<file path="config.mk">
export PLATFORM = sky130hd
export DESIGN_NAME = fei4_rx_scheduler_flat
export DESIGN_NICKNAME = d
export VERILOG_FILES = /design/src/rtl/fei4_rx_scheduler_if.sv /design/src/rtl/fei4_rx_scheduler.sv /design/src/flat_wrapper.sv
export SDC_FILE = /design/constraint.sdc
export NUM_CORES = 1
export LEC_CHECK = 0
export CAP_MARGIN = 40
export CORE_MARGIN = 2
export CORE_UTILIZATION = 30
export DETAILED_ROUTE_END_ITERATION = 12
export DONT_BUFFER_PORTS = 1
export GPL_TIMING_DRIVEN = 0
export PLACE_DENSITY = 0.41
export SYNTH_ARGS = -nofsm -noshare
export SYNTH_HDL_FRONTEND = slang
export SYNTH_SLANG_ARGS = --single-unit
</file>
<file path="constraint.sdc">
create_clock -name BUS_CLK -period 2.7 [get_ports BUS_CLK]
set_clock_uncertainty 0.1 [all_clocks]
set_input_delay 0.405 -clock BUS_CLK [delete_from_list [all_inputs] [get_ports BUS_CLK]]
set_output_delay 0.405 -clock BUS_CLK [all_outputs]
set_load 0.01 [all_outputs]
</file>
<file path="src/rtl/fei4_rx_scheduler_if.sv">
// Bus bundle between the fei4_rx channel FIFOs, the scheduler and the 32-bit output path.
// The scheduler uses the master modport; the environment driving it uses slave.
interface fei4_rx_scheduler_if #(
    parameter int WIDTH = 4
);
    logic [WIDTH-1:0]    CH_ENABLE;
    logic [WIDTH-1:0]    CH_EMPTY;
    logic [32*WIDTH-1:0] CH_DATA;
    logic [WIDTH-1:0]    CH_READ;
    logic [31:0]         OUT_DATA;
    logic                OUT_VALID;
    logic                OUT_READY;
    logic [WIDTH-1:0]    GRANT;
    logic                BUSY;
    logic                DBG_STATE;

    // OUT_VALID/OUT_READY: a word transfers on a clock edge where both are high; while
    // OUT_VALID is high and OUT_READY low, OUT_DATA is held stable.
    modport master (
        input  CH_ENABLE, CH_EMPTY, CH_DATA, OUT_READY,
        output CH_READ, OUT_DATA, OUT_VALID, GRANT, BUSY, DBG_STATE
    );

    modport slave (
        output CH_ENABLE, CH_EMPTY, CH_DATA, OUT_READY,
        input  CH_READ, OUT_DATA, OUT_VALID, GRANT, BUSY, DBG_STATE
    );
endinterface

</file>
<file path="src/rtl/fei4_rx_scheduler.sv">
// Round-robin burst scheduler draining WIDTH FWFT channel FIFOs into one registered 32-bit stream.
// Optional macro SCHED_PRIO0_EN gives channel 0 strict priority over the round robin.
module fei4_rx_scheduler #(
    parameter int WIDTH     = 4,
    parameter int MAX_BURST = 16
) (
    input  logic                 BUS_CLK,
    input  logic                 BUS_RST_N,
    fei4_rx_scheduler_if.master  bus
);
    localparam int GW = (WIDTH > 1) ? $clog2(WIDTH) : 1;
    localparam int BW = $clog2(MAX_BURST + 1);

    localparam logic [0:0] S_IDLE  = 1'b0;
    localparam logic [0:0] S_GRANT = 1'b1;

    logic [0:0]    state_q, state_d;
    logic [GW-1:0] g_q, g_d;
    logic [GW-1:0] ptr_q, ptr_d;
    logic [BW-1:0] bc_q, bc_d;
    logic [31:0]   out_data_q, out_data_d;
    logic          out_valid_q, out_valid_d;

    logic [WIDTH-1:0] req;
    logic             room;
    logic             pop;
    logic             end_burst;
    logic             pick_found;
    logic [GW-1:0]    pick_idx;
    logic [GW:0]      cand_sum;
    logic [31:0]      ch_word;
    logic [WIDTH-1:0] ch_read;
    logic [WIDTH-1:0] grant;

    assign req  = bus.CH_ENABLE & ~bus.CH_EMPTY;
    assign room = ~out_valid_q | bus.OUT_READY;
    assign pop  = (state_q == S_GRANT) & req[g_q] & room;

    // Circular search starting one past the last granted channel.
    always_comb begin
        pick_found = 1'b0;
        pick_idx   = '0;
        cand_sum   = '0;
        for (int k = 1; k <= WIDTH; k++) begin
            cand_sum = {1'b0, ptr_q} + (GW+1)'(k);
            if (cand_sum >= (GW+1)'(WIDTH)) cand_sum = cand_sum - (GW+1)'(WIDTH);
            if (!pick_found && req[cand_sum[GW-1:0]]) begin
                pick_found = 1'b1;
                pick_idx   = cand_sum[GW-1:0];
            end
        end
    end

    always_comb begin
        ch_word = '0;
        for (int i = 0; i < WIDTH; i++) begin
            if (g_q == GW'(i)) ch_word = bus.CH_DATA[32*i +: 32];
        end
    end

`ifdef SCHED_PRIO0_EN
    assign end_burst = ~req[g_q] | (pop & (bc_q == BW'(MAX_BURST - 1))) |
                       ((g_q != '0) & req[0]);
`else
    assign end_burst = ~req[g_q] | (pop & (bc_q == BW'(MAX_BURST - 1)));
`endif

    always_comb begin
        state_d     = state_q;
        g_d         = g_q;
        ptr_d       = ptr_q;
        bc_d        = bc_q;
        out_data_d  = out_data_q;
        out_valid_d = out_valid_q;

        case (state_q)
            S_IDLE: begin
`ifdef SCHED_PRIO0_EN
                // Channel-0 grants leave the rotation pointer where it was.
                if (req[0]) begin
                    g_d     = '0;
                    bc_d    = '0;
                    state_d = S_GRANT;
                end else if (pick_found) begin
                    g_d     = pick_idx;
                    ptr_d   = pick_idx;
                    bc_d    = '0;
                    state_d = S_GRANT;
                end
`else
                if (pick_found) begin
                    g_d     = pick_idx;
                    ptr_d   = pick_idx;
                    bc_d    = '0;
                    state_d = S_GRANT;
                end
`endif
            end
            default: begin
                if (pop) bc_d = bc_q + BW'(1);
                if (end_burst) state_d = S_IDLE;
            end
        endcase

        if (pop) begin
            out_data_d  = ch_word;
            out_valid_d = 1'b1;
        end else if (out_valid_q & bus.OUT_READY) begin
            out_valid_d = 1'b0;
        end
    end

    always_ff @(posedge BUS_CLK or negedge BUS_RST_N) begin
        if (!BUS_RST_N) begin
            state_q     <= S_IDLE;
            g_q         <= '0;
            ptr_q       <= GW'(WIDTH - 1);
            bc_q        <= '0;
            out_data_q  <= '0;
            out_valid_q <= 1'b0;
        end else begin
            state_q     <= state_d;
            g_q         <= g_d;
            ptr_q       <= ptr_d;
            bc_q        <= bc_d;
            out_data_q  <= out_data_d;
            out_valid_q <= out_valid_d;
        end
    end

    always_comb begin
        ch_read = '0;
        grant   = '0;
        if (pop) ch_read[g_q] = 1'b1;
        if (state_q == S_GRANT) grant[g_q] = 1'b1;
    end

    assign bus.CH_READ   = ch_read;
    assign bus.GRANT     = grant;
    assign bus.OUT_DATA  = out_data_q;
    assign bus.OUT_VALID = out_valid_q;
    assign bus.BUSY      = (state_q == S_GRANT) | out_valid_q;
    assign bus.DBG_STATE = state_q;
endmodule

</file>
<file path="src/flat_wrapper.sv">
// flat-port wrapper written by rule: the top's interface ports become plain ports
module fei4_rx_scheduler_flat 
#(
    parameter int WIDTH     = 4,
    parameter int MAX_BURST = 16
)
  (BUS_CLK, BUS_RST_N, bus_CH_ENABLE, bus_CH_EMPTY, bus_CH_DATA, bus_OUT_READY, bus_CH_READ, bus_OUT_DATA, bus_OUT_VALID, bus_GRANT, bus_BUSY, bus_DBG_STATE);
  fei4_rx_scheduler_if #(.WIDTH(WIDTH)) bus_i ();
  input  logic BUS_CLK;
  input  logic BUS_RST_N;
  input wire logic [$bits(bus_i.CH_ENABLE)-1:0] bus_CH_ENABLE;
  input wire logic [$bits(bus_i.CH_EMPTY)-1:0] bus_CH_EMPTY;
  input wire logic [$bits(bus_i.CH_DATA)-1:0] bus_CH_DATA;
  input wire logic [$bits(bus_i.OUT_READY)-1:0] bus_OUT_READY;
  output wire logic [$bits(bus_i.CH_READ)-1:0] bus_CH_READ;
  output wire logic [$bits(bus_i.OUT_DATA)-1:0] bus_OUT_DATA;
  output wire logic [$bits(bus_i.OUT_VALID)-1:0] bus_OUT_VALID;
  output wire logic [$bits(bus_i.GRANT)-1:0] bus_GRANT;
  output wire logic [$bits(bus_i.BUSY)-1:0] bus_BUSY;
  output wire logic [$bits(bus_i.DBG_STATE)-1:0] bus_DBG_STATE;
  assign bus_i.CH_ENABLE = bus_CH_ENABLE;
  assign bus_i.CH_EMPTY = bus_CH_EMPTY;
  assign bus_i.CH_DATA = bus_CH_DATA;
  assign bus_i.OUT_READY = bus_OUT_READY;
  assign bus_CH_READ = bus_i.CH_READ;
  assign bus_OUT_DATA = bus_i.OUT_DATA;
  assign bus_OUT_VALID = bus_i.OUT_VALID;
  assign bus_GRANT = bus_i.GRANT;
  assign bus_BUSY = bus_i.BUSY;
  assign bus_DBG_STATE = bus_i.DBG_STATE;
  fei4_rx_scheduler #(.WIDTH(WIDTH), .MAX_BURST(MAX_BURST)) u_core (.BUS_CLK(BUS_CLK), .BUS_RST_N(BUS_RST_N), .bus(bus_i));
endmodule
</file>
==> impl_metrics.ini <==
[run_status]
status = finished, final reports clean

[sta]
fin_crit_ns = 2.59
relSlewSlack_pct = 45.4
fin_crit_sh_pct = 96.0
totalNegativeSetupSlack_ns = 0
max_freq_mhz = 386
hold_viol = 0
slew_violations = 0
tightestPinTransition_ns = 0.820
setup_violations = 0

[power]
total_power_uw = 3430
power_frac_comb_pct = 47.7
p_leak_uw = 0.00120
p_sw_share_pct = 37.3
clockPowerShare_pct = 14.3
p_switching_uw = 1280
powerDensity_nw_per_um2 = 1110
intPower_uw = 2150
max-vdd-ir-drop_mv = 0.360
power_frac_seq_pct = 38.0

[drt]
ant_nets = 0
first_pass_iters = 4
wl_per_cell_um = 22.9
drt-initial-drc-count = 60
drc = 0
drt_wl_total_um = 7030
vias_per_cell = 5.70
vias = 1750

[worst_hold_path]
hold_class = primary input to register
hold_depth = 2
hold_start = bus_OUT_READY
holdPathEnd = u_core.bus.OUT_VALID

[critical_path]
crit_chain = buf_2, and4b_1, o41ai_4, nor2_4, buf_6, and3_1
r2r-start = u_core.g_q[0]
cp_data_required_time_ns = 2.19
cp_top_family = simple AND/OR/NAND/NOR gates
critPathLaunchType = register
critical_path_buf_inv_count = 2
cpPeakStageDelay_ns = 0.53
slowest_stage = o41ai_4
critPathMaxFanout = 10
regToRegSetupSlack_ns = 0.38
rr_endpoint = u_core.bus.OUT_DATA[24]
cp-end-kind = output port
cp.arrival_ns = 2.09
criticalPathCategory = register to output port
worstRegToRegCells = 4

[cts]
clockBufferDepth = 2
cts_tree = done
root_buffer = clkbuf_8
insertion_delay_ns = 0.29
cts_buffers = 5
htree_levels = 2
clk_pin_slew_ns = 0.08
cts.sinks = 43

[final_layout]
antenna_cells = 0
drive_gt1_share_pct = 34.7
utilization_pct = 35.2
area_delta_synth_final_pct = 13.2
stdcell_area_um2 = 3090
nNetsFinal = 340
nFillCells = 865
fin_cells = 307

[job]
maxCapViolations = 0

[synth]
ys.flop_type = dfrtp_1
yosysSeqAreaShare_pct = 39.6
syn_inst = 185
ys_seq_elements = 43
synth_warnings = 0
synth-async-reset-ratio_pct = 100
synth.distinct_cells = 39
syn_area_per_cell_um2 = 14.7
synth_fp_nets = 326
synth_edf_count = 0
syn_area_um2 = 2730

[grt]
antenna_found_initial = 0
grt_start_max_net_pins = 44
grt_pass1_wl_um = 10400
grt-ovfl-total = 0
grt_pass1_vias = 2039
grt_usage_pct = 13.8

[placement]
gp_congestion = 0.702
dp_hpwl_um = 5520
postPlaceCellArea_um2 = 2860
port_buffers = 0
dp_cells = 293

[floorplan]
io_pins = 182
die_w_um = 99.3
dieHeight_um = 99.3
placementRows = 34
core_area_um2 = 8760
dieArea_um2 = 9870
initial_core_util_pct = 31.1
## placed cells by master, fill, tap and decap left out, types with 2 or more instances in the layout
master	instances
buf_6	4
nor2b_1	4
mux2_1	22
clkbuf_8	5
and3_1	3
mux2i_1	4
a21o_1	2
buf_4	3
dfrtp_1	41
buf_2	2
nand2_1	10
nand2b_1	5
nor3b_1	2
a21oi_1	2
ha_1	2
mux4_2	32
nor4b_2	3
dfstp_2	2
o21ai_0	2
mux2_4	10
inv_1	4
nor4bb_2	2
clkbuf_1	11
## flip-flops by register name (all words and copies together) (netlist names)
name and cells:
u_core.bus.OUT_VALID 1, u_core.bus.OUT_DATA 32, u_core.g_q 2, u_core.bus.DBG_STATE 1, u_core.ptr_q 2, u_core.bc_q 5
## power groups by stage
| stage | Sequential [uW] | Clock (uW) | Combinational (uW) |
|---|---|---|---|
| after floorplan | 1240 | 0 | 1320 |
| after global placement | 1320 | 0 | 1510 |
| after detailed placement | 1320 | 0 | 1570 |
| after CTS | 1310 | 516 | 1620 |
| after global routing | 1350 | 535 | 1790 |
| final | 1300 | 490 | 1640 |
## cells in the mapped netlist (all sizes together) (2+ instances only)
library cell	n	area [um2]
dfrtp	41	1030
mux2	32	398
mux4	32	721
clkbuf	10	37.5
nand2	10	37.5
buf	6	47.5
nand2b	5	31.3
inv	4	15.0
mux2i	4	40.0
nor2b	4	25.0
and3	3	18.8
nor4b	3	26.3
a21o	2	15.0
a21oi	2	10.0
dfstp	2	52.6
ha	2	25.0
nor2	2	15.0
nor3b	2	15.0
nor4bb	2	20.0
o21ai	2	10.0
o41ai	2	36.3
## area by class of cell
cell class                 instances  area (um2)  share of cell area [%]
clock buffer                       6        72.6                    2.35
buffer                            16        85.1                    2.76
tap                              108         135                    4.38
sequential                        43        1080                    34.9
clock inverter                     1        30.0                   0.973
multi-input combinational        122        1580                    51.2
inverter                           4        15.0                   0.486
timing repair buffer               7        91.3                    2.96
## per-stage QoR
| stage | hold WS [ns] | worst slack (ns) |
|---|---|---|
| finish | 0.199 | 0.107 |
| global route | 0.197 | -0.0271 |
| CTS | 0.188 | 0.0456 |
| detailed placement | 0.0106 | 0.0827 |
| global placement | 0.0107 | 0.0956 |
| floorplan | 0.00941 | 0.419 |
## kinds of logic (layout without fill, tap and decap cells)
family / after synthesis / in the layout / share of synthesized area, %
AOI/OAI and AO/OA: 14 / 14 / 4.50
and+or+nand+nor: 37 / 37 / 8.49
DFF: 43 / 43 / 39.6
muxes: 68 / 68 / 42.5
adders and majority gates: 3 / 3 / 1.28
buffers and inverters: 20 / 34 / 3.67
## repair_timing
item,4_1_cts,5_1_grt
setup endpoints to repair,1,3
pin swaps,2,1
setup buffers,3,1
hold buffers,2,0
endpoints found under the hold margin,43,0
gates resized for setup,0,5
## worst max-delay path by stage
stage                     slack [ns]  cells past startpoint          start             end
after CTS                       0.05                      6  u_core.g_q[1]  bus_CH_READ[3]
after detailed placement        0.08                      6  u_core.g_q[1]  bus_CH_READ[3]
after global routing           -0.03                      6  u_core.g_q[1]  bus_CH_READ[3]
after global placement           0.1                      6  u_core.g_q[0]  bus_CH_READ[3]
after floorplan                 0.42                      6  u_core.g_q[0]  bus_CH_READ[3]
final                           0.11                      6  u_core.g_q[0]  bus_CH_READ[3]
## metal layers
layer | up-vias | GRT usage, % | wire (um)
li1 | 751 | - | -
met1 | 876 | 14.6 | 2480
met2 | 115 | 26.3 | 3800
met3 | 8 | 4.22 | 684
met4 | 0 | 3.58 | 67
met5 | - | 0 | 0
(Power assumes the default switching activity.)
